`src/rtl/logs_pkg.sv`:
```
// Shared types and derived constants for the bit-serial logistic map iterator.
package logs_pkg;

  typedef enum logic [1:0] {
    LOAD,
    MUL1,
    MUL2,
    DONE
  } state_t;

  localparam int FRAC_DEF = 8;

  function automatic int mul1_cyc(input int f);
    return f + 1;
  endfunction

  function automatic int mul2_cyc(input int f);
    return f + 2;
  endfunction

  function automatic int period(input int f);
    return 2 * f + 5;
  endfunction

  function automatic int acc_w(input int f);
    return 2 * f + 2;
  endfunction

  localparam logic [FRAC_DEF-1:0] X_RESET =
    FRAC_DEF'(1) << (FRAC_DEF - 1);
  localparam int PERIOD   = period(FRAC_DEF);
  localparam int MUL1_CYC = mul1_cyc(FRAC_DEF);
  localparam int MUL2_CYC = mul2_cyc(FRAC_DEF);
  localparam int ACC_W    = acc_w(FRAC_DEF);

endpackage

```
`src/rtl/logs_shift_mul.sv`:
```
// Serial shift-add unsigned multiplier, one multiplier bit per cycle, LSB first.
module logs_shift_mul #(
  parameter int AW = 8,
  parameter int BW = 10,
  parameter int OW = 8,
  parameter int SH = 8,
  parameter int CW = $clog2(BW + 1)
) (
  input  logic          clk,
  input  logic          reset,
  input  logic          clear,
  input  logic          en,
  input  logic          start,
  input  logic [AW-1:0] a,
  input  logic [BW-1:0] b,
  input  logic [CW-1:0] bits,
  output logic [OW-1:0] product,
  output logic [OW-1:0] sum,
  output logic          done
);

  localparam int PW = AW + BW;

  logic [PW-1:0] acc;
  logic [PW-1:0] mcand;
  logic [BW-1:0] mplier;
  logic [CW-1:0] cnt;

  logic [PW-1:0] cur_a;
  logic [PW-1:0] cur_acc;
  logic [PW-1:0] sum_full;
  logic [BW-1:0] cur_b;
  logic [CW-1:0] cur_cnt;

  // start performs the first step directly from the operand ports
  always_comb begin
    cur_a    = start ? PW'(a) : mcand;
    cur_b    = start ? b : mplier;
    cur_acc  = start ? '0 : acc;
    cur_cnt  = start ? '0 : cnt;
    sum_full = cur_acc + (cur_b[0] ? cur_a : '0);
    done     = en && (cur_cnt == bits - CW'(1));
  end

  assign product = acc[SH +: OW];
  assign sum     = sum_full[SH +: OW];

  always_ff @(posedge clk) begin
    if (reset || clear) begin
      acc    <= '0;
      mcand  <= '0;
      mplier <= '0;
      cnt    <= '0;
    end else if (en) begin
      acc    <= sum_full;
      mcand  <= cur_a << 1;
      mplier <= cur_b >> 1;
      cnt    <= cur_cnt + CW'(1);
    end
  end

endmodule

```
`src/rtl/logs_serial_map.sv`:
```
// Bit-serial logistic map x' = r*x*(1-x) on one shared shift-add multiplier.
// Optional LOGS_ZERO_RESEED_EN: a zero result is replaced by 0.5.
module logs_serial_map
  import logs_pkg::*;
#(
  parameter int FRAC = FRAC_DEF
) (
  input  logic            clk,
  input  logic            reset,
  input  logic [FRAC+1:0] r,
  output logic [FRAC-1:0] x,
  output logic            next_ready
);

  localparam int AW = FRAC;
  localparam int BW = FRAC + 2;
  localparam int CW = $clog2(BW + 1);
  localparam logic [FRAC-1:0] X_RST = FRAC'(1) << (FRAC - 1);

  state_t state;
  state_t state_n;

  logic [FRAC+1:0] r_lat;
  logic [FRAC:0]   y;
  logic            start;
  logic [AW-1:0]   op_a;
  logic [BW-1:0]   op_b;
  logic [CW-1:0]   bits;
  logic [FRAC-1:0] product;
  logic [FRAC-1:0] x_next;
  logic [FRAC-1:0] x_wr;
  logic            done;
  logic            busy;

  assign busy = (state == MUL1) || (state == MUL2);

  logs_shift_mul #(
    .AW(AW),
    .BW(BW),
    .OW(FRAC),
    .SH(FRAC),
    .CW(CW)
  ) u_mul (
    .clk    (clk),
    .reset  (reset),
    .clear  (state == LOAD),
    .en     (busy),
    .start  (start),
    .a      (op_a),
    .b      (op_b),
    .bits   (bits),
    .product(product),
    .sum    (x_next),
    .done   (done)
  );

  // MUL2 reads p = floor(x*y/2^FRAC) straight from the finished MUL1 product
  always_comb begin
    state_n = state;
    op_a    = x;
    op_b    = BW'(y);
    bits    = CW'(FRAC + 1);
    unique case (state)
      LOAD: state_n = MUL1;
      MUL1: if (done) state_n = MUL2;
      MUL2: begin
        op_a = product;
        op_b = r_lat;
        bits = CW'(FRAC + 2);
        if (done) state_n = DONE;
      end
      DONE: state_n = LOAD;
      default: state_n = LOAD;
    endcase
  end

`ifdef LOGS_ZERO_RESEED_EN
  assign x_wr = (x_next == '0) ? X_RST : x_next;
`else
  assign x_wr = x_next;
`endif

  assign next_ready = (state == DONE);

  always_ff @(posedge clk) begin
    if (reset) begin
      state <= LOAD;
      x     <= X_RST;
      r_lat <= '0;
      y     <= '0;
      start <= 1'b0;
    end else begin
      state <= state_n;
      start <= (state == LOAD) || ((state == MUL1) && done);
      if (state == LOAD) begin
        r_lat <= r;
        y     <= {1'b1, {FRAC{1'b0}}} - {1'b0, x};
      end
      if ((state == MUL2) && done) x <= x_wr;
    end
  end

endmodule
```
`config.mk`:
```
export PLATFORM = sky130hd
export DESIGN_NAME = logs_serial_map
export DESIGN_NICKNAME = d
export VERILOG_FILES = /design/src/rtl/logs_pkg.sv /design/src/rtl/logs_shift_mul.sv /design/src/rtl/logs_serial_map.sv
export SDC_FILE = /design/constraint.sdc
export NUM_CORES = 1
export LEC_CHECK = 0
export ABC_CLOCK_PERIOD_IN_PS = 6800
export BUFFER_PORTS_ARGS = -buffer_cell sky130_fd_sc_hd__buf_2
export CAP_MARGIN = 20
export CORE_ASPECT_RATIO = 1.2
export CORE_MARGIN = 1
export CORE_UTILIZATION = 50
export DETAILED_ROUTE_END_ITERATION = 7
export PLACE_DENSITY_LB_ADDON = 0.25
export SLEW_MARGIN = 20
export SYNTH_ARGS = -nofsm -noshare
export SYNTH_HDL_FRONTEND = slang
export SYNTH_SLANG_ARGS = --single-unit
export TNS_END_PERCENT = 20
```
`constraint.sdc`:
```
create_clock -name clk -period 6.8 [get_ports clk]
set_input_delay 1.36 -clock clk [delete_from_list [all_inputs] [get_ports clk]]
set_output_delay 1.36 -clock clk [all_outputs]
set_load 0.01 [all_outputs]
```
==> impl_metrics.prom, run 1 <==
# TYPE chip_impl_metric gauge
chip_impl_info{name="crit_chain",value="inv_1 -> ha_1 -> mux2_2 -> a21oi_1 -> a211oi_1 -> ha_1 -> a211oi_1 -> o21ai_0 -> a31oi_1 -> a22oi_1 -> xnor2_1 -> a211oi_1"} 1
chip_impl_info{name="cpMostUsedCell",value="sky130_fd_sc_hd__a211oi_1"} 1
chip_impl_info{name="critPathKind",value="reg -> reg"} 1
chip_impl_info{name="holdCritPathClass",value="reg -> reg"} 1
chip_impl_metric{name="detailed_route_wire_length_per_cell",unit="µm"} 16.8
chip_impl_metric{name="cpPeakStageDelay",unit="ns"} 0.59
chip_impl_metric{name="gp_routability_congestion",unit=""} 0.955
chip_impl_info{name="synth_top_cells_by_area",value="sky130_fd_sc_hd__dfxtp_1 36%, sky130_fd_sc_hd__mux2i_1 9.2%, sky130_fd_sc_hd__nor2_1 7.9%"} 1
chip_impl_metric{name="insertion_delay",unit="ns"} 0.36
chip_impl_metric{name="finalWorstPathRequiredPeriod",unit="ns"} 3.99
chip_impl_metric{name="detail_route.drc_violations",unit=""} 0
chip_impl_metric{name="cts.path.max_buffers",unit=""} 2
chip_impl_metric{name="yosys.area.top_type_share",unit="%"} 35.7
chip_impl_metric{name="maximum_number_of_pins_on_one_net_before_global_route_repair",unit=""} 65
chip_impl_metric{name="final-setup-viol-count",unit=""} 0
chip_impl_metric{name="postSynthNetCount",unit=""} 530
chip_impl_metric{name="drv_cap",unit=""} 0
chip_impl_metric{name="synth_simple_gate_area_share",unit="%"} 19.8
chip_impl_metric{name="grt_remaining_overflow",unit=""} 0
chip_impl_metric{name="cts.hold.buffers_added",unit=""} 0
chip_impl_metric{name="synthCells",unit=""} 495
chip_impl_metric{name="vias_post_dr",unit=""} 3520
chip_impl_metric{name="finish.net_count",unit=""} 538
chip_impl_metric{name="tritoncts.num_buffers",unit=""} 9
chip_impl_metric{name="std_cell_rows",unit=""} 36
chip_impl_metric{name="die-height",unit="µm"} 102
chip_impl_metric{name="n_antenna_cell",unit=""} 0
chip_impl_metric{name="synth_cell_type_count",unit=""} 50
chip_impl_info{name="timing.critical_path.from_type",value="flip-flop"} 1
chip_impl_metric{name="synth-adder-area-share",unit="%"} 7.12
chip_impl_metric{name="die_width",unit="µm"} 85.1
chip_impl_metric{name="post-dp-hpwl",unit="mm"} 7.17
chip_impl_metric{name="fin_worst_hold_slack",unit="ns"} 0.469
chip_impl_metric{name="fin_crit_sh",unit="%"} 58.7
chip_impl_metric{name="post_synth.cell_area_avg",unit="µm²"} 8.37
chip_impl_metric{name="synth_enable_flop_cells",unit=""} 0
chip_impl_metric{name="cts.reportedPaths.clkPinSlew",unit="ns"} 0.08
chip_impl_info{name="grt_setup_unrepaired",value="false"} 1
chip_impl_metric{name="path_max_fanout",unit=""} 12
chip_impl_metric{name="drt-total-wl",unit="mm"} 10.1
chip_impl_metric{name="post-cts-setup-buffers",unit=""} 0
chip_impl_metric{name="worst_vdd_rail_ir_drop",unit="µV"} 296
chip_impl_metric{name="number_of_pins_exceeding_their_max_slew_limit_in_the_final_report",unit=""} 0
chip_impl_metric{name="initial_utilization",unit="%"} 51.4
chip_impl_metric{name="dr.first_iter.drc_count",unit=""} 174
chip_impl_metric{name="antenna_violating_nets_post_route",unit=""} 0
chip_impl_metric{name="worst_ep_required_time",unit="ns"} 7.07
chip_impl_metric{name="viasPerCell",unit=""} 5.85
chip_impl_info{name="synth_top_family_by_area",value="simple AND/OR/NAND/NOR gates"} 1
chip_impl_metric{name="portBuffers",unit=""} 20
chip_impl_metric{name="cts-resized-gates",unit=""} 0
chip_impl_info{name="ys_dominant_reg_cell",value="sky130_fd_sc_hd__dfxtp_1"} 1
chip_impl_metric{name="slew-limit-headroom",unit="%"} 56.0
chip_impl_metric{name="clock-sinks",unit=""} 74
chip_impl_metric{name="cts-htree-levels",unit=""} 3
chip_impl_metric{name="multiplexer_fraction_of_the_synthesized_cell_area",unit="%"} 9.45
chip_impl_metric{name="grtUsageTotal",unit="%"} 24.7
chip_impl_metric{name="number_of_global_route_vias_before_repair",unit=""} 3267
chip_impl_metric{name="synth.yosys.seq_area_share",unit="%"} 35.7
chip_impl_info{name="synth_top_area_cell",value="sky130_fd_sc_hd__dfxtp_1"} 1
chip_impl_metric{name="hold_depth",unit=""} 2
chip_impl_metric{name="ys_seq_elements",unit=""} 74
chip_impl_metric{name="count_of_cells_along_the_worst_register_to_register_path",unit=""} 12
chip_impl_info{name="end_kind",value="flip-flop"} 1
chip_impl_metric{name="fp.dieArea",unit="µm²"} 8660
chip_impl_metric{name="hold_violations",unit=""} 0
chip_impl_metric{name="design_power",unit="µW"} 1470
chip_impl_metric{name="cp_data_arrival_time",unit="ns"} 4.26
chip_impl_metric{name="layout.core_utilization",unit="%"} 55.5
chip_impl_metric{name="wire_length_of_the_first_global_routing_pass",unit="mm"} 16.1
chip_impl_info{name="tritoncts_clock_tree",value="built"} 1
chip_impl_info{name="outcome",value="completed"} 1
chip_impl_metric{name="ys_warn_count",unit=""} 0
chip_impl_metric{name="p_leak",unit="µW"} 0.00183
chip_impl_metric{name="synthArstFlopShare",unit="%"} 0
chip_impl_metric{name="floorplan_core_area",unit="µm²"} 8060
chip_impl_info{name="cp_max_delay_cell",value="sky130_fd_sc_hd__ha_1"} 1
chip_impl_info{name="clk_root_buffer_cell",value="sky130_fd_sc_hd__clkbuf_8"} 1
chip_impl_metric{name="fmax",unit="GHz"} 0.251
chip_impl_metric{name="synth_area_in_compound_gates",unit="%"} 19.5
chip_impl_metric{name="synth_area",unit="µm²"} 4150
chip_impl_metric{name="power-per-cell-area",unit="nW/µm²"} 328
chip_impl_metric{name="synth-xor-area-share",unit="%"} 4.23
chip_impl_metric{name="pin_count",unit=""} 21
chip_impl_metric{name="layout-area-overhead-vs-synth",unit="%"} 8.03
chip_impl_metric{name="transition_time_at_the_pin_with_the_least_slew_margin",unit="ns"} 0.660
chip_impl_metric{name="clock_skew",unit="ns"} 0.0123
chip_impl_metric{name="drive_above_1_share",unit="%"} 9.07
chip_impl_metric{name="grt_antenna_before_repair",unit=""} 0
chip_impl_metric{name="firstDrtPassIters",unit=""} 4
chip_impl_metric{name="fin_setup_tns",unit="ns"} 0
==> cells in the mapped netlist (2+ instances only) <==
cell type and number:
sky130_fd_sc_hd__mux2i_1 38, sky130_fd_sc_hd__a22oi_1 8, sky130_fd_sc_hd__nor2b_1 19, sky130_fd_sc_hd__dfxtp_1 74
sky130_fd_sc_hd__a21o_1 3, sky130_fd_sc_hd__buf_1 7, sky130_fd_sc_hd__nor3_1 10, sky130_fd_sc_hd__a211oi_1 28
sky130_fd_sc_hd__or4b_1 2, sky130_fd_sc_hd__o31ai_1 2, sky130_fd_sc_hd__and2_1 9, sky130_fd_sc_hd__xor2_1 9
sky130_fd_sc_hd__o21a_1 2, sky130_fd_sc_hd__buf_2 5, sky130_fd_sc_hd__nand3_1 8, sky130_fd_sc_hd__nand2_1 19
sky130_fd_sc_hd__a21oi_1 43, sky130_fd_sc_hd__o211ai_1 3, sky130_fd_sc_hd__inv_1 12, sky130_fd_sc_hd__nor2_1 87
sky130_fd_sc_hd__o211a_1 2, sky130_fd_sc_hd__nand4_1 5, sky130_fd_sc_hd__clkbuf_1 15, sky130_fd_sc_hd__a22o_1 4
sky130_fd_sc_hd__a31oi_1 4, sky130_fd_sc_hd__ha_1 22, sky130_fd_sc_hd__and3_1 2, sky130_fd_sc_hd__o21ai_0 17
sky130_fd_sc_hd__xnor2_1 11, sky130_fd_sc_hd__nand2b_1 3, sky130_fd_sc_hd__o21bai_1 3
==> through the flow <==
step / cell area (µm²) / cells / worst slack (ns)
floorplan: 4150 / 495 / 3.81
CTS: 4480 / 602 / 2.83
global route: 4480 / 602 / 2.54
finish: 4480 / 602 / 2.81
global placement: 4280 / 587 / 3.01
detailed placement: 4280 / 587 / 2.87
==> per-layer routing <==
layer | vias up | wire length [µm] | global-route usage, %
li1 | 1771 | - | -
met1 | 1644 | 4320 | 29.3
met2 | 80 | 5010 | 42.7
met3 | 25 | 413 | 2.69
met4 | 0 | 372 | 16.0
met5 | - | 0 | 0
==> cells by family after synthesis <==
| group | count (synthesis) |
|---|---|
| compound gates | 126 |
| fa+ha+maj | 23 |
| simple gates | 172 |
| xor+xnor | 20 |
| flops | 74 |
| buf+inv | 41 |
| mux | 39 |
==> sequential cells by signal (all words and copies together) (netlist names) <==
register / count
y: 9
start: 1
u_mul.mcand: 15
state: 2
x: 8
u_mul.mplier: 9
r_lat: 10
u_mul.cnt: 4
u_mul.acc: 16
==> worst max-delay path, delay by kind of cell (launching register included) <==
family / cells / cell delay [ns]
AO/OA/AOI/OAI: 7 / 1.89
adder cells (fa/ha/maj): 2 / 0.97
multiplexers: 1 / 0.42
flip-flops: 1 / 0.34
XOR/XNOR: 1 / 0.16
buffers and inverters: 1 / 0.11
==> power breakdown <==
part | internal (µW) | total, µW | switching, µW
logic | 203 | 615 | 412
clock network | 178 | 342 | 164
registers | 479 | 511 | 31.8
total | 860 | 1470 | 607
==> cell type report <==
class	count	area [µm²]
fill	753	3580
multi-input combinational	380	2490
sequential	74	1480
timing repair buffer	26	145
clock buffer	11	141
tap	95	119
clock inverter	4	52.6
inverter	12	45.0
==> cell usage in the layout (no fill, tap or decap), types with 3 or more instances in the layout <==
cell type,Yosys,layout
sky130_fd_sc_hd__nor2_1,87,87
sky130_fd_sc_hd__dfxtp_1,74,73
sky130_fd_sc_hd__a21oi_1,43,43
sky130_fd_sc_hd__mux2i_1,38,38
sky130_fd_sc_hd__a211oi_1,28,28
sky130_fd_sc_hd__ha_1,22,22
sky130_fd_sc_hd__buf_2,5,20
sky130_fd_sc_hd__nor2b_1,19,19
sky130_fd_sc_hd__nand2_1,19,19
sky130_fd_sc_hd__o21ai_0,17,17
sky130_fd_sc_hd__inv_1,12,12
sky130_fd_sc_hd__xnor2_1,11,11
sky130_fd_sc_hd__nor3_1,10,10
sky130_fd_sc_hd__clkbuf_8,0,10
sky130_fd_sc_hd__and2_1,9,9
sky130_fd_sc_hd__xor2_1,9,9
sky130_fd_sc_hd__a22oi_1,8,8
sky130_fd_sc_hd__nand3_1,8,8
sky130_fd_sc_hd__buf_4,1,6
sky130_fd_sc_hd__nand4_1,5,5
sky130_fd_sc_hd__a22o_1,4,4
sky130_fd_sc_hd__a31oi_1,4,4
sky130_fd_sc_hd__o211ai_1,3,3
sky130_fd_sc_hd__a21o_1,3,3
sky130_fd_sc_hd__o21bai_1,3,3
sky130_fd_sc_hd__nand2b_1,3,3
==> worst paths after layout <==
| kind | start | endpoint | slack, ns |
|---|---|---|---|
| min | u_mul.mplier[8] | u_mul.mplier[8] | 0.47 |
| min reg2reg | u_mul.mplier[8] | u_mul.mplier[8] | 0.47 |
| max | state[0] | u_mul.acc[13] | 2.81 |
| max reg2reg | state[0] | u_mul.acc[13] | 2.81 |
Note: power is estimated with default switching activity, not from simulation.
==> inputs of run 2 (changes only) <==
ABC_CLOCK_PERIOD_IN_PS = 3380   (was 6800)
clock period = 3.38 ns   (was 6.8 ns; I/O delays follow)
==> run 2 against run 1 <==
  * Worst setup slack worse by 2.6 ns
  * First-iteration DRC count decreased by 23%
  * Count of clock-buffer cells in the layout is 1 higher
  * Global-route usage decreased by 0.66 points
  * Wire length decreased by 0.94%
  * Final cell count increased by 1.3%
  * Hold slack about the same
  * Fmax increased by 25%
  * Clock power is 100% higher
==> impl_metrics.prom, run 2 (same netlist as run 1, synthesis figures left out) <==
# TYPE chip_impl_metric gauge
chip_impl_metric{name="placed_cell_area",unit="µm²"} 4340
chip_impl_metric{name="number_of_global_route_vias_before_repair",unit=""} 3437
chip_impl_info{name="critPathLaunch",value="state[0]"} 1
chip_impl_metric{name="detailed_route_wire_length_per_cell",unit="µm"} 16.4
chip_impl_metric{name="cp_data_arrival_time",unit="ns"} 3.50
chip_impl_metric{name="drv_cap",unit=""} 0
chip_impl_info{name="crit-reg2reg-capture",value="u_mul.acc[15]"} 1
chip_impl_metric{name="number_of_pins_exceeding_their_max_slew_limit_in_the_final_report",unit=""} 0
chip_impl_metric{name="power-per-cell-area",unit="nW/µm²"} 659
chip_impl_metric{name="layout-area-overhead-vs-synth",unit="%"} 9.90
chip_impl_info{name="whs_endpoint",value="u_mul.mcand[1]"} 1
chip_impl_metric{name="transition_time_at_the_pin_with_the_least_slew_margin",unit="ns"} 0.736
chip_impl_metric{name="fmax",unit="GHz"} 0.312
chip_impl_metric{name="insertion_delay",unit="ns"} 0.35
chip_impl_info{name="critPathKind",value="reg -> reg"} 1
chip_impl_metric{name="tritoncts.num_buffers",unit=""} 9
chip_impl_metric{name="finish.net_count",unit=""} 545
chip_impl_metric{name="power_report.internal_total",unit="µW"} 1770
chip_impl_metric{name="power_frac_comb",unit="%"} 42.0
chip_impl_metric{name="preCtsSetupSlack",unit="ns"} 0.152
chip_impl_metric{name="path_max_fanout",unit=""} 6
chip_impl_metric{name="n_antenna_cell",unit=""} 0
chip_impl_metric{name="finish.cell_count_without_fillers",unit=""} 610
chip_impl_info{name="timing.critical_path.from_type",value="flip-flop"} 1
chip_impl_metric{name="initial_utilization",unit="%"} 51.4
chip_impl_metric{name="hold_violations",unit=""} 0
chip_impl_metric{name="grt_remaining_overflow",unit=""} 0
chip_impl_metric{name="final-setup-viol-count",unit=""} 0
chip_impl_info{name="worstReg2RegStart",value="state[0]"} 1
chip_impl_metric{name="post-cts-setup-buffers",unit=""} 0
chip_impl_metric{name="portBuffers",unit=""} 20
chip_impl_metric{name="drive_above_1_share",unit="%"} 11.1
chip_impl_metric{name="grtUsageTotal",unit="%"} 24.0
chip_impl_metric{name="grt_antenna_before_repair",unit=""} 0
chip_impl_info{name="crit_chain",value="inv_1 -> ha_1 -> mux2_2 -> a21oi_1 -> buf_4 -> a211oi_1 -> ha_1 -> o21ai_0 -> a21oi_1 -> a31oi_2 -> or4b_1 -> nand3_1"} 1
chip_impl_metric{name="detail_route.drc_violations",unit=""} 0
chip_impl_metric{name="die-height",unit="µm"} 102
chip_impl_metric{name="numPlacedInstances",unit=""} 594
chip_impl_metric{name="post-dp-hpwl",unit="mm"} 7.13
chip_impl_metric{name="dr.first_iter.drc_count",unit=""} 134
chip_impl_metric{name="pin_count",unit=""} 21
chip_impl_metric{name="power.share.switching",unit="%"} 41.1
chip_impl_info{name="end_kind",value="flip-flop"} 1
chip_impl_info{name="reg.largest.list",value="u_mul.acc x16, u_mul.mcand x15, r_lat x10"} 1
chip_impl_metric{name="postLayoutSetupSlackWorst",unit="ns"} 0.177
chip_impl_info{name="cpLargestDelayFamily",value="compound AO/OA/AOI/OAI gates"} 1
chip_impl_info{name="clk_root_buffer_cell",value="sky130_fd_sc_hd__clkbuf_8"} 1
chip_impl_metric{name="power_frac_clock",unit="%"} 22.9
chip_impl_metric{name="cts-htree-levels",unit=""} 3
chip_impl_metric{name="wire_length_of_the_first_global_routing_pass",unit="mm"} 16.2
chip_impl_metric{name="clock-sinks",unit=""} 74
chip_impl_metric{name="die_width",unit="µm"} 85.1
chip_impl_metric{name="design_power",unit="µW"} 3000
chip_impl_metric{name="fin_area",unit="µm²"} 4560
chip_impl_metric{name="worst_vdd_rail_ir_drop",unit="µV"} 389
chip_impl_metric{name="worst-path-buf-inv",unit=""} 2
chip_impl_metric{name="antenna_violating_nets_post_route",unit=""} 0
chip_impl_metric{name="pwr-share-seq",unit="%"} 35.1
chip_impl_metric{name="finalWorstPathRequiredPeriod",unit="ns"} 3.20
chip_impl_metric{name="viasPerCell",unit=""} 5.88
chip_impl_metric{name="cpPeakStageDelay",unit="ns"} 0.55
chip_impl_metric{name="largest_register_ff_count",unit=""} 16
chip_impl_metric{name="vias_post_dr",unit=""} 3585
chip_impl_metric{name="fin_crit_sh",unit="%"} 94.7
chip_impl_metric{name="drt-total-wl",unit="mm"} 10.0
chip_impl_metric{name="hold_depth",unit=""} 2
chip_impl_metric{name="floorplan_core_area",unit="µm²"} 8060
chip_impl_metric{name="worst_ep_required_time",unit="ns"} 3.68
chip_impl_metric{name="std_cell_rows",unit=""} 36
chip_impl_info{name="tritoncts_clock_tree",value="built"} 1
chip_impl_metric{name="fp.dieArea",unit="µm²"} 8660
chip_impl_info{name="cp_max_delay_cell",value="sky130_fd_sc_hd__or4b_1"} 1
chip_impl_info{name="holdCritPathClass",value="reg -> reg"} 1
chip_impl_info{name="leading_cell_type_in_the_layout_fill_and_taps_excluded",value="sky130_fd_sc_hd__nor2_1"} 1
chip_impl_info{name="grt_setup_unrepaired",value="true"} 1
chip_impl_metric{name="count_of_cells_along_the_worst_register_to_register_path",unit=""} 12
chip_impl_metric{name="rrSetupSlack",unit="ns"} 0.18
chip_impl_info{name="hold_start",value="u_mul.mcand[1]"} 1
chip_impl_metric{name="cts.path.max_buffers",unit=""} 2
chip_impl_info{name="commonest_non_fill_non_tap_cells_in_the_layout",value="87 x sky130_fd_sc_hd__nor2_1, 73 x sky130_fd_sc_hd__dfxtp_1, 43 x sky130_fd_sc_hd__a21oi_1"} 1
chip_impl_info{name="outcome",value="completed"} 1
chip_impl_info{name="max_flop_register",value="u_mul.acc"} 1
chip_impl_metric{name="p_leak",unit="µW"} 0.00186
chip_impl_metric{name="cts.reportedPaths.clkPinSlew",unit="ns"} 0.08
chip_impl_metric{name="clock_skew",unit="ns"} 0.00770
chip_impl_metric{name="switchingPower",unit="µW"} 1230
chip_impl_metric{name="firstDrtPassIters",unit=""} 4
chip_impl_metric{name="maximum_number_of_pins_on_one_net_before_global_route_repair",unit=""} 39
chip_impl_metric{name="gp_routability_congestion",unit=""} 0.911
chip_impl_metric{name="slew-limit-headroom",unit="%"} 50.4
==> run 2: cell types whose count changed in the layout (fill, tap and decap cells not counted), sizes merged <==
cell      delta
buf          +7
clkinv       -1
clkbuf       +1
clkinvlp     +1
==> run 2: what timing repair did <==
item,4_1_cts,5_1_grt
endpoints found under the setup margin,0,5
hold endpoints to repair,0,0
resized for setup,0,5
hold buffers,0,0
==> run 2: worst min-delay path, stage by stage, from the launching register on <==
cell                      delay (ns)
sky130_fd_sc_hd__dfxtp_1        0.31
sky130_fd_sc_hd__nand2_1        0.06
sky130_fd_sc_hd__a21oi_1        0.05
==> run 2: metrics by stage <==
stage	util, %	setup TNS [ns]	hold WS [ns]
final	56.5	0	0.469
after global routing	56.5	-0.0730	0.505
after CTS	56.2	0	0.472
after detailed placement	53.8	0	0.460
after global placement	53.8	0	0.452
after floorplan	-	0	0.441
==> run 2: per-layer routing <==
metal / share of wire [%] / track usage (%) / wire [µm]
met1: 44 / 28.0 / 4380
met2: 50 / 43.1 / 5010
met3: 3.9 / 3.67 / 390
met4: 2.4 / 12.0 / 237
met5: 0 / 0 / 0
==> run 2: power groups by stage <==
stage	Clock (µW)	Combinational, µW	Sequential (µW)
after floorplan	0	1020	1020
after global placement	0	1240	1070
after detailed placement	0	1250	1070
after CTS	702	1260	1050
after global routing	738	1370	1060
final	689	1260	1050
==> run 2: area by class of cell <==
type                    count  area (µm²)
repair buffers             33         198
clock inverters             4        51.3
fillers                   725        3510
multi-input cells         380        2510
inverters                  12        45.0
clock buffers              12         145
flip-flops and latches     74        1480
well taps                  95         119
==> run 2: worst max-delay path by stage <==
stage | to | cells past startpoint
after CTS | x[7] | 12
after global routing | u_mul.acc[13] | 13
after global placement | x[7] | 12
final | u_mul.acc[15] | 12
after detailed placement | x[7] | 12
after floorplan | u_mul.acc[13] | 12
==> inputs of run 3 (changes only) <==
ABC_CLOCK_PERIOD_IN_PS = 3400   (was 3380)
clock period = 3.4 ns   (was 3.38 ns; I/O delays follow)
==> run 3 against run 2 <==
  * Die area unchanged
  * Worst setup slack gained 0.061 ns
  * Sequential cell count stayed put
  * Design area rose by 0.16%
  * Combinational power about the same
  * Power grew 2.0%
  * Via count grew 0.92%
  * Fmax up 1.3%
==> impl_metrics.prom, run 3 (same netlist as run 1, synthesis figures left out) <==
# TYPE chip_impl_metric gauge
chip_impl_metric{name="layout-area-overhead-vs-synth",unit="%"} 10.1
chip_impl_metric{name="pwr-share-seq",unit="%"} 34.0
chip_impl_info{name="grt_setup_unrepaired",value="true"} 1
chip_impl_metric{name="fin_area",unit="µm²"} 4560
chip_impl_info{name="worstReg2RegStart",value="state[0]"} 1
chip_impl_metric{name="final-setup-viol-count",unit=""} 0
chip_impl_metric{name="detail_route.drc_violations",unit=""} 0
chip_impl_metric{name="maximum_number_of_pins_on_one_net_before_global_route_repair",unit=""} 39
chip_impl_metric{name="power_report.internal_total",unit="µW"} 1820
chip_impl_metric{name="worst_vdd_rail_ir_drop",unit="µV"} 450
chip_impl_metric{name="number_of_global_route_vias_before_repair",unit=""} 3456
chip_impl_info{name="crit-reg2reg-capture",value="u_mul.acc[15]"} 1
chip_impl_metric{name="gp_routability_congestion",unit=""} 0.932
chip_impl_metric{name="fp.dieArea",unit="µm²"} 8660
chip_impl_info{name="critPathKind",value="reg -> reg"} 1
chip_impl_metric{name="insertion_delay",unit="ns"} 0.36
chip_impl_metric{name="power-per-cell-area",unit="nW/µm²"} 671
chip_impl_metric{name="detailed_route_wire_length_per_cell",unit="µm"} 16.8
chip_impl_info{name="leading_cell_type_in_the_layout_fill_and_taps_excluded",value="sky130_fd_sc_hd__nor2_1"} 1
chip_impl_metric{name="cts.path.max_buffers",unit=""} 2
chip_impl_info{name="reg.largest.list",value="u_mul.acc x16, u_mul.mcand x15, r_lat x10"} 1
chip_impl_metric{name="grt_antenna_before_repair",unit=""} 0
chip_impl_metric{name="grt_remaining_overflow",unit=""} 0
chip_impl_metric{name="initial_utilization",unit="%"} 51.4
chip_impl_metric{name="layout.core_utilization",unit="%"} 56.6
chip_impl_metric{name="cts.reportedPaths.clkPinSlew",unit="ns"} 0.08
chip_impl_metric{name="die_width",unit="µm"} 85.1
chip_impl_metric{name="path_max_fanout",unit=""} 6
chip_impl_metric{name="cp_data_arrival_time",unit="ns"} 3.47
chip_impl_metric{name="largest_register_ff_count",unit=""} 16
chip_impl_metric{name="firstDrtPassIters",unit=""} 5
chip_impl_metric{name="floorplan_core_area",unit="µm²"} 8060
chip_impl_metric{name="post-cts-setup-buffers",unit=""} 0
chip_impl_metric{name="grtUsageTotal",unit="%"} 24.5
chip_impl_metric{name="dr.first_iter.drc_count",unit=""} 153
chip_impl_metric{name="drive_above_1_share",unit="%"} 10.9
chip_impl_metric{name="transition_time_at_the_pin_with_the_least_slew_margin",unit="ns"} 0.703
chip_impl_metric{name="portBuffers",unit=""} 20
chip_impl_metric{name="viasPerCell",unit=""} 5.95
chip_impl_metric{name="finish.net_count",unit=""} 543
chip_impl_metric{name="switchingPower",unit="µW"} 1240
chip_impl_metric{name="tritoncts.num_buffers",unit=""} 9
chip_impl_metric{name="power_frac_clock",unit="%"} 25.3
chip_impl_metric{name="count_of_cells_along_the_worst_register_to_register_path",unit=""} 12
chip_impl_metric{name="placed_cell_area",unit="µm²"} 4320
chip_impl_metric{name="clock_skew",unit="ns"} 0.00931
chip_impl_metric{name="p_leak",unit="µW"} 0.00186
chip_impl_metric{name="number_of_pins_exceeding_their_max_slew_limit_in_the_final_report",unit=""} 0
chip_impl_metric{name="die-height",unit="µm"} 102
chip_impl_info{name="whs_endpoint",value="u_mul.mplier[8]"} 1
chip_impl_metric{name="std_cell_rows",unit=""} 36
chip_impl_metric{name="pin_count",unit=""} 21
chip_impl_metric{name="post-dp-hpwl",unit="mm"} 7.22
chip_impl_metric{name="power_frac_comb",unit="%"} 40.6
chip_impl_metric{name="wire_length_of_the_first_global_routing_pass",unit="mm"} 16.3
chip_impl_metric{name="drv_cap",unit=""} 0
chip_impl_info{name="commonest_non_fill_non_tap_cells_in_the_layout",value="87 x sky130_fd_sc_hd__nor2_1, 73 x sky130_fd_sc_hd__dfxtp_1, 43 x sky130_fd_sc_hd__a21oi_1"} 1
chip_impl_info{name="end_kind",value="flip-flop"} 1
chip_impl_metric{name="cts-htree-levels",unit=""} 3
chip_impl_metric{name="hold_depth",unit=""} 2
chip_impl_metric{name="postLayoutSetupSlackWorst",unit="ns"} 0.239
chip_impl_metric{name="drt-total-wl",unit="mm"} 10.2
chip_impl_metric{name="antenna_violating_nets_post_route",unit=""} 0
chip_impl_metric{name="worst_ep_required_time",unit="ns"} 3.71
chip_impl_metric{name="fin_crit_sh",unit="%"} 93.0
chip_impl_metric{name="clock-sinks",unit=""} 74
chip_impl_metric{name="slew-limit-headroom",unit="%"} 52.6
chip_impl_info{name="hold_start",value="u_mul.mplier[8]"} 1
chip_impl_metric{name="vias_post_dr",unit=""} 3618
chip_impl_info{name="clk_root_buffer_cell",value="sky130_fd_sc_hd__clkbuf_8"} 1
chip_impl_info{name="max_flop_register",value="u_mul.acc"} 1
chip_impl_metric{name="power.share.switching",unit="%"} 40.5
chip_impl_metric{name="n_antenna_cell",unit=""} 0
chip_impl_info{name="timing.critical_path.from_type",value="flip-flop"} 1
chip_impl_metric{name="fmax",unit="GHz"} 0.316
chip_impl_info{name="outcome",value="completed"} 1
chip_impl_info{name="holdCritPathClass",value="reg -> reg"} 1
chip_impl_info{name="tritoncts_clock_tree",value="built"} 1
chip_impl_metric{name="finalWorstPathRequiredPeriod",unit="ns"} 3.16
chip_impl_metric{name="hold_violations",unit=""} 0
chip_impl_metric{name="preCtsSetupSlack",unit="ns"} 0.233
chip_impl_metric{name="rrSetupSlack",unit="ns"} 0.24
## run 3: power by group through the flow
stage | Sequential [µW] | Combinational, µW | Clock [µW]
after floorplan | 1020 | 1010 | 0
final | 1040 | 1240 | 776
after CTS | 1040 | 1240 | 785
after global placement | 1060 | 1220 | 0
after detailed placement | 1060 | 1240 | 0
after global routing | 1060 | 1360 | 821
## run 3: how the worst max path moves through the flow
stage	from	endpoint	slack (ns)	cells after the start
after floorplan	state[0]	u_mul.acc[13]	0.41	12
after detailed placement	state[0]	x[7]	0.23	12
final	state[0]	u_mul.acc[15]	0.24	12
after CTS	state[0]	x[7]	0.20	12
after global placement	state[0]	x[7]	0.28	12
after global routing	state[0]	u_mul.acc[13]	-0.04	13
## run 3: layout make-up
cell class	count	area (µm²)
multi-input cells	380	2510
fillers	762	3500
clock inverters	5	77.6
inverters	12	45.0
clock buffers	11	141
repair buffers	31	183
flip-flops and latches	74	1480
well taps	95	119
## run 3: timing repair
| action | in CTS | in global routing |
|---|---|---|
| hold buffers | 0 | 0 |
| gates resized for setup | 0 | 5 |
| endpoints found under the setup margin | 0 | 5 |
## run 3: metrics by stage
stage / power, µW / setup TNS, ns / std cells / hold WS (ns)
final: 3060 / 0 / 608 / 0.474
after global routing: 3240 / -0.0768 / 608 / 0.499
after CTS: 3070 / 0 / 608 / 0.479
after detailed placement: 2300 / 0 / 592 / 0.468
after global placement: 2270 / 0 / 592 / 0.451
after floorplan: 2030 / 0 / 495 / 0.441
## run 3: routing by layer
metal | up-vias | track usage (%) | share of wire [%]
met2 | 82 | 44.1 | 51
met5 | - | 0 | 0
met4 | 0 | 10.3 | 2.2
met1 | 1739 | 28.3 | 43
li1 | 1783 | - | -
met3 | 14 | 5.05 | 4.5
## run 3: critical path: stages, from the launching register on
cell	delay, ns
sky130_fd_sc_hd__dfxtp_1	0.39
sky130_fd_sc_hd__inv_1	0.10
sky130_fd_sc_hd__ha_1	0.22
sky130_fd_sc_hd__mux2_2	0.28
sky130_fd_sc_hd__a21oi_1	0.24
sky130_fd_sc_hd__buf_4	0.20
sky130_fd_sc_hd__a211oi_1	0.05
sky130_fd_sc_hd__ha_1	0.41
sky130_fd_sc_hd__o21ai_0	0.11
sky130_fd_sc_hd__a21oi_1	0.25
sky130_fd_sc_hd__a31oi_2	0.20
sky130_fd_sc_hd__or4b_1	0.55
sky130_fd_sc_hd__nand3_1	0.09
